<file path="config.mk">
export PLATFORM = sky130hd
export DESIGN_NAME = imem_loader
export DESIGN_NICKNAME = d
export VERILOG_FILES = /design/src/rtl/imem_loader_pkg.sv /design/src/rtl/imem_loader.sv
export SDC_FILE = /design/constraint.sdc
export NUM_CORES = 1
export LEC_CHECK = 0
export BUFFER_PORTS_ARGS = -buffer_cell sky130_fd_sc_hd__buf_4
export CORE_MARGIN = 2
export CORE_UTILIZATION = 30
export CTS_BUF_LIST = sky130_fd_sc_hd__clkbuf_2
export CTS_CLUSTER_SIZE = 30
export DETAILED_ROUTE_END_ITERATION = 10
export PLACE_DENSITY = 0.57
export SYNTH_ARGS = -nofsm -noshare
export SYNTH_HDL_FRONTEND = slang
export SYNTH_SLANG_ARGS = --single-unit
</file>
<file path="constraint.sdc">
create_clock -name clk -period 3.1 [get_ports clk]
set_input_delay 0.155 -clock clk [delete_from_list [all_inputs] [get_ports clk]]
set_output_delay 0.155 -clock clk [all_outputs]
set_load 0.01 [all_outputs]
</file>
<file path="src/rtl/imem_loader_pkg.sv">
// Shared state encoding and status-flag layout for the instruction-memory loader.
// Defining IMEM_LOADER_CHECKSUM_EN adds the CHECK state for the trailing checksum byte.
package imem_loader_pkg;

  localparam logic [2:0] ST_IDLE  = 3'd0;
  localparam logic [2:0] ST_LOAD  = 3'd1;
`ifdef IMEM_LOADER_CHECKSUM_EN
  localparam logic [2:0] ST_CHECK = 3'd2;
`endif
  localparam logic [2:0] ST_DONE  = 3'd3;
  localparam logic [2:0] ST_ERROR = 3'd4;

  typedef enum logic [2:0] {
    IDLE  = ST_IDLE,
    LOAD  = ST_LOAD,
`ifdef IMEM_LOADER_CHECKSUM_EN
    CHECK = ST_CHECK,
`endif
    DONE  = ST_DONE,
    ERROR = ST_ERROR
  } state_t;

  localparam int STAT_BUSY  = 0;
  localparam int STAT_DONE  = 1;
  localparam int STAT_ERROR = 2;
  localparam int STAT_W     = 3;

  typedef logic [STAT_W-1:0] status_t;

  // Status flags are one-hot per state; IDLE shows all zeros.
  function automatic status_t status_of(state_t s);
    status_t st;
    st = '0;
    case (s)
      LOAD:    st[STAT_BUSY]  = 1'b1;
`ifdef IMEM_LOADER_CHECKSUM_EN
      CHECK:   st[STAT_BUSY]  = 1'b1;
`endif
      DONE:    st[STAT_DONE]  = 1'b1;
      ERROR:   st[STAT_ERROR] = 1'b1;
      default: st = '0;
    endcase
    return st;
  endfunction

endpackage

</file>
<file path="src/rtl/imem_loader.sv">
// Streams program bytes into instruction memory and holds the core in reset until loading completes.
// Optional feature macro: IMEM_LOADER_CHECKSUM_EN (trailing modulo-256 checksum byte).
module imem_loader
  import imem_loader_pkg::*;
#(
  parameter int ADDR_BUS_WIDTH = 16,
  parameter int MEM_BYTES      = 64,
  parameter int BASE_ADDR      = 0
) (
  input  logic                      clk,
  input  logic                      rst_n,
  input  logic                      start,
  input  logic [ADDR_BUS_WIDTH-1:0] len,
  input  logic                      abort,
  input  logic                      byte_valid,
  input  logic [7:0]                byte_data,
  output logic                      byte_ready,
  output logic                      mem_we,
  output logic [ADDR_BUS_WIDTH-1:0] mem_addr,
  output logic [7:0]                mem_wdata,
  output logic                      cpu_rst_n,
  output logic                      busy,
  output logic                      done,
  output logic                      error,
  output logic [ADDR_BUS_WIDTH-1:0] count
);

  // One extra bit so BASE_ADDR+len cannot wrap before the capacity compare.
  localparam int                        XW    = ADDR_BUS_WIDTH + 1;
  localparam logic [ADDR_BUS_WIDTH-1:0] BASE  = ADDR_BUS_WIDTH'(BASE_ADDR);
  localparam logic [ADDR_BUS_WIDTH-1:0] ONE   = ADDR_BUS_WIDTH'(1);
  localparam logic [XW-1:0]             LIMIT = XW'(MEM_BYTES);

  state_t                    state;
  state_t                    state_nxt;
  status_t                   status;
  logic [ADDR_BUS_WIDTH-1:0] len_q;
  logic [ADDR_BUS_WIDTH-1:0] addr_q;
  logic [XW-1:0]             end_addr;
  logic                      idle_like;
  logic                      in_session;
  logic                      start_ok;
  logic                      load_hs;
  logic                      last_byte;
`ifdef IMEM_LOADER_CHECKSUM_EN
  logic [7:0]                csum_q;
  logic                      check_hs;
`endif

  assign idle_like = (state == IDLE) || (state == DONE) || (state == ERROR);
`ifdef IMEM_LOADER_CHECKSUM_EN
  assign in_session = (state == LOAD) || (state == CHECK);
  assign check_hs   = byte_valid && byte_ready && (state == CHECK);
`else
  assign in_session = (state == LOAD);
`endif

  // Abort wins over a byte offered in the same cycle, so it is simply not accepted.
  assign byte_ready = in_session && !abort;
  assign start_ok   = start && idle_like;
  assign load_hs    = byte_valid && byte_ready && (state == LOAD);
  assign last_byte  = (count + ONE) == len_q;
  assign end_addr   = XW'(BASE_ADDR) + XW'(len);

  always_ff @(posedge clk or negedge rst_n) begin
    if (!rst_n) begin
      state <= IDLE;
    end else begin
      state <= state_nxt;
    end
  end

  always_comb begin
    state_nxt = state;
    case (state)
      IDLE, DONE, ERROR: begin
        if (start) begin
          if (len == '0) begin
            state_nxt = DONE;
          end else if (end_addr > LIMIT) begin
            state_nxt = ERROR;
          end else begin
            state_nxt = LOAD;
          end
        end
      end
      LOAD: begin
        if (abort) begin
          state_nxt = IDLE;
        end else if (load_hs && last_byte) begin
`ifdef IMEM_LOADER_CHECKSUM_EN
          state_nxt = CHECK;
`else
          state_nxt = DONE;
`endif
        end
      end
`ifdef IMEM_LOADER_CHECKSUM_EN
      CHECK: begin
        if (abort) begin
          state_nxt = IDLE;
        end else if (check_hs) begin
          state_nxt = (byte_data == csum_q) ? DONE : ERROR;
        end
      end
`endif
      default: state_nxt = IDLE;
    endcase
  end

  // Write strobe is registered, giving exactly one cycle from handshake to memory write.
  always_ff @(posedge clk or negedge rst_n) begin
    if (!rst_n) begin
      len_q     <= '0;
      addr_q    <= '0;
      count     <= '0;
      mem_we    <= 1'b0;
      mem_addr  <= '0;
      mem_wdata <= '0;
    end else begin
      mem_we <= load_hs;
      if (start_ok) begin
        len_q  <= len;
        addr_q <= BASE;
        count  <= '0;
      end else if (load_hs) begin
        addr_q    <= addr_q + ONE;
        count     <= count + ONE;
        mem_addr  <= addr_q;
        mem_wdata <= byte_data;
      end
    end
  end

`ifdef IMEM_LOADER_CHECKSUM_EN
  always_ff @(posedge clk or negedge rst_n) begin
    if (!rst_n) begin
      csum_q <= '0;
    end else if (start_ok) begin
      csum_q <= '0;
    end else if (load_hs) begin
      csum_q <= csum_q + byte_data;
    end
  end
`endif

  assign status    = status_of(state);
  assign busy      = status[STAT_BUSY];
  assign done      = status[STAT_DONE];
  assign error     = status[STAT_ERROR];
  assign cpu_rst_n = (state == DONE);

endmodule

</file>
## After elaboration in Yosys (flattened, before gate mapping)

Index checks and enable logic that the tools add are counted.

| storage, ports and cells | value |
|---|---|
| register bits | 76 |
| bits of input ports | 29 |
| output and inout bits | 46 |

| operators by class | value |
|---|---|
| add/subtract/negate cells | 2 |
| $lt $le $gt $ge | 1 |
| eq/ne operators | 6 |
| multiplexer cells | 13 |
| bitwise gates (word level) | 1 |
| reductions and logical operators | 14 |

Operator list:

| cell | number |
|---|---|
| 2-to-1 mux 16 bit | 4 |
| adder 16 x 1 -> 16 bit, second input constant | 2 |
| equality test 16 bit | 1 |
| greater-than comparator 16 x 7 -> 1 bit, second input constant | 1 |
| zero test 16 bit | 1 |
| 2-to-1 mux 3 bit | 5 |
| case mux 3 bit (2 select lines) | 1 |
| logical AND 1 bit | 5 |
| AND reduction 2 bit | 2 |
| equality test 3 x 1 -> 1 bit, second input constant | 1 |
| equality test 3 x 2 -> 1 bit, second input constant | 1 |
| equality test 3 bit, second input constant | 1 |
| zero test 3 bit | 1 |
| 2-to-1 mux 1 bit | 3 |
| != test 3 x 2 -> 1 bit, second input constant | 1 |
| OR reduction 3 bit | 1 |
| logical OR 1 bit | 2 |
| != test 2 bit, second input constant | 1 |
| nonzero test 2 bit | 1 |
| zero test 1 bit | 1 |
| NOT 1 bit | 1 |

## Depth between registers and ports, before layout

| depth | value |
|---|---|
| depth in word-level cells | 8 |
| depth in mapped cells | 9 |
| mapped depth without buffers | 7 |

## Worst setup path before layout

OpenSTA, ideal clock, no wires.

| timing | value |
|---|---|
| kind | flip-flop to flip-flop |
| start | register count[0] |
| end | register state[1] |
| arrival | 2263 ps |
| setup slack | 741 ps |
| cell stages (with the launch flop) | 9 |
| period minus slack after synthesis | 2359 ps |
| path through | dfrtp_1 -> ha_1 -> nand3_2 -> or3_1 -> buf_2 -> xnor2_2 -> nor2_1 -> or4_4 -> o32ai_2 |

| on the way | value |
|---|---|
| cells in the longest elaborated chain, start to end | 5 |

Ends and longest elaborated chain:

| element | line | RTL |
|---|---|---|
| from (decl) | imem_loader.sv:25 | `output logic [ADDR_BUS_WIDTH-1:0] count` |
| from (signal assigned) | imem_loader.sv:128 | `count <= count + ONE;` |
| adder 16 x 1 -> 16 bit | imem_loader.sv:62 | `assign last_byte = (count + ONE) == len_q;` |
| equality test 16 bit | imem_loader.sv:62 |  |
| logical AND 1 bit | imem_loader.sv:90 | `end else if (load_hs && last_byte) begin` |
| != test 3 x 2 -> 1 bit (no source line) | n/a |  |
| AND reduction 2 bit (no source line) | n/a |  |
| to (signal assigned) | imem_loader.sv:69 | `state <= state_nxt;` |
| to (decl) | imem_loader.sv:34 | `state_t state;` |

No other way between the ends.
A chain may end at the register's enable or synchronous reset.

## Worst setup path after layout

Same ends and word-level chain as after synthesis.

==> run metrics <==
Vias 3304; die area 13500 sq um; Area Growth Syn to Fin 29.1%; io pins 75; Top FF cell, synth dfrtp_1; drt pass-1 iters 4; routed vias/inst 4.66; CTS sink cnt 76; Max Cap Viol 0; Detail Route Antenna Nets 0; largest net degree at the start of global routing 77; EDFF count, synth 0; CTS max path bufs 2; Setup TNS 0 ns; final hold viol count 0; drt drc 0; # setup viols final 0; clock slew at the register clock pins of the worst setup and hold paths 0.27 ns; GR Overflow Total 0; starting density of the core 31.0%; final period utilization 81.2%; die width 116 um; Sequential Power Share 54.0%; minimum clock period 2.52 ns; share of post-route cells with drive strength above 1 19.0%; CTS Buf Count 9; Required @ worst endpoint 3.60 ns; FF+latch count, synth 76; placement row count 40; worst min path class in -> reg; Max Freq 0.397 GHz; ANT cells 0; Least-Margin Pin Slew 1.05 ns; RSZ-0062 raised after global routing false; status complete, no violations; mean routed wirelength per cell 13.7 um; routability cong. 0.892; Core Area 12200 sq um; initial antenna violation count 0; Tot GR Track Use 14.8%; Clock Latency Late Sink 0.55 ns; Synth cell types 49; CP arrival 3.01 ns; Switching Fraction 33.8%; hold slack 0.0506 ns; Clock power frac 24.0%; global-route wire length before repair 15600 um; Root Buffer clkbuf_2; Post-synth ARST share 100%; sw power 0.740 mW; utilization after layout 40.0%; Cell Pwr Density 450 nW/um^2; Critical Path Source Type register; number of setup buffers added after CTS 0; Gate Count Post-Synth 438; Leak 2.35 nW; Final nets 567; Avg Inst Size Synth 8.61 sq um; Max Slew Vio Count 0; Crit Path Max Fanout 7; vias in the first global route 3188; IO buf count 74; slew margin rel. 29.5%; total wire length 9740 um; CTS tree yes; sequential area share after synthesis 50.4%; VDD IR max 0.206 mV; skew final 0.0441 ns; Crit. End Element register; Comb pwr share 22.0%; die height 116 um; syn_nets 469; Ys Warns 0; HPWL after DPL 6530 um; cell internal pwr 1.45 mW; Iteration-0 DRC Markers 235; synthesized cell area 3770 sq um; CP Class reg -> reg; CTS H-tree depth 3
power groups by stage:
stage               registers (mW)  logic (mW)  clock network [mW]
floorplan                     1.21       0.232                   0
CTS                           1.18       0.488               0.545
detailed placement            1.20       0.458                   0
global route                  1.20       0.540               0.581
global placement              1.20       0.453                   0
finish                        1.18       0.482               0.525
worst max-delay path, cell delays in order, from the launching register on:
cell and delay [ns]:
dfrtp_1 0.52, ha_1 0.30, nand3_2 0.17, or3_1 0.51, xnor2_2 0.16, nor2_1 0.06
or4_4 0.51, o32ai_2 0.25
cell type report:
| cell class | count | area, sq um |
|---|---|---|
| tap | 168 | 210 |
| clock buffer | 9 | 45.0 |
| timing repair buffer | 106 | 863 |
| sequential | 76 | 1900 |
| inverter | 11 | 41.3 |
| fill | 1254 | 7290 |
| multi-input combinational | 332 | 1750 |
| clock inverter | 7 | 57.6 |
cell families (layout without fill, tap and decap cells):
group                    Yosys count  in the layout  share of synthesized area (%)
multiplexers                       1              1                          0.265
AND/OR/NAND/NOR                  241            241                           28.4
XOR/XNOR                          34             34                           8.09
buffers and inverters             30            133                           3.22
AO/OA/AOI/OAI                     54             54                           8.96
flip-flops                        76             76                           50.4
adder cells (fa/ha/maj)            2              2                          0.663
routing by layer:
layer  vias to the layer above  part of all wire, %  track usage, %
li1                       1658                    -               -
met1                      1546                   47            19.4
met2                        87                   46            23.5
met3                        13                  5.1            3.74
met4                         0                  1.7            6.03
met5                         -                    0               0
metrics by stage:
step                      std cells  setup WS [ns]  cell area, sq um  total power [mW]
after global routing            709          0.404              4870              2.32
after global placement          666          0.676              4500              1.65
after CTS                       709          0.557              4870              2.22
final                           709          0.581              4870              2.19
after floorplan                 438          0.741              3770              1.44
after detailed placement        666          0.622              4500              1.66
cells in the final DEF (no fill, tap or decap), types with 4 or more instances in the layout:
cell,Yosys,routed
nand2_1,149,149
buf_4,1,79
dfrtp_1,76,76
nor2_1,36,36
o21ai_0,29,29
dlygate4sd3_1,0,27
xnor2_1,20,20
nand4_1,13,13
xor2_1,13,13
inv_1,10,10
nand3_1,9,9
clkbuf_2,0,9
nor4_1,6,6
and3_1,5,5
nor3_1,4,4
o31ai_1,4,4
synth_stat cells, types with 2 or more instances:
cell type / number / area, sq um
a21oi_1: 3 / 15.0
a31oi_1: 3 / 18.8
and2_1: 2 / 12.5
and3_1: 5 / 31.3
buf_1: 3 / 11.3
buf_2: 4 / 20.0
clkbuf_1: 11 / 41.3
dfrtp_1: 76 / 1900
ha_1: 2 / 25.0
inv_1: 10 / 37.5
nand2_1: 149 / 559
nand3_1: 9 / 45.0
nand3b_1: 3 / 22.5
nand4_1: 13 / 81.3
nor2_1: 36 / 135
nor2b_1: 3 / 18.8
nor3_1: 4 / 20.0
nor4_1: 6 / 37.5
o21ai_0: 29 / 145
o2bb2ai_1: 2 / 17.5
o311ai_0: 2 / 17.5
o31ai_1: 4 / 30.0
o41ai_1: 2 / 17.5
xnor2_1: 20 / 175
xor2_1: 13 / 114
what timing repair did:
item                      in CTS  in global routing
hold buffers                  27                  0
hold endpoints to repair     103                  0
gates resized for setup        0                  0
state kept, by name, summed over array words and instances, names as in the netlist:
name	cells
addr_q	16
count	16
len_q	16
mem_addr	16
mem_wdata	8
mem_we	1
state	3
path summary, 6_finish.rpt:
path                                     startpoint                       end  slack, ns  cells after the start
min reg2reg                mem_wdata[4]$_DFFE_PN0P_  mem_wdata[4]$_DFFE_PN0P_       0.50                      2
max in group asynchronous                     rst_n   mem_addr[2]$_DFFE_PN0P_       2.20                      2
min                                      byte_valid      count[1]$_DFFE_PN0P_       0.05                      5
max                            count[0]$_DFFE_PN0P_      state[1]$_DFFE_PN0P_       0.58                      7
min in group asynchronous                     rst_n  mem_addr[15]$_DFFE_PN0P_       0.26                      2
max reg2reg                    count[0]$_DFFE_PN0P_      state[1]$_DFFE_PN0P_       0.58                      7
Power figures use the tool's default switching activity.
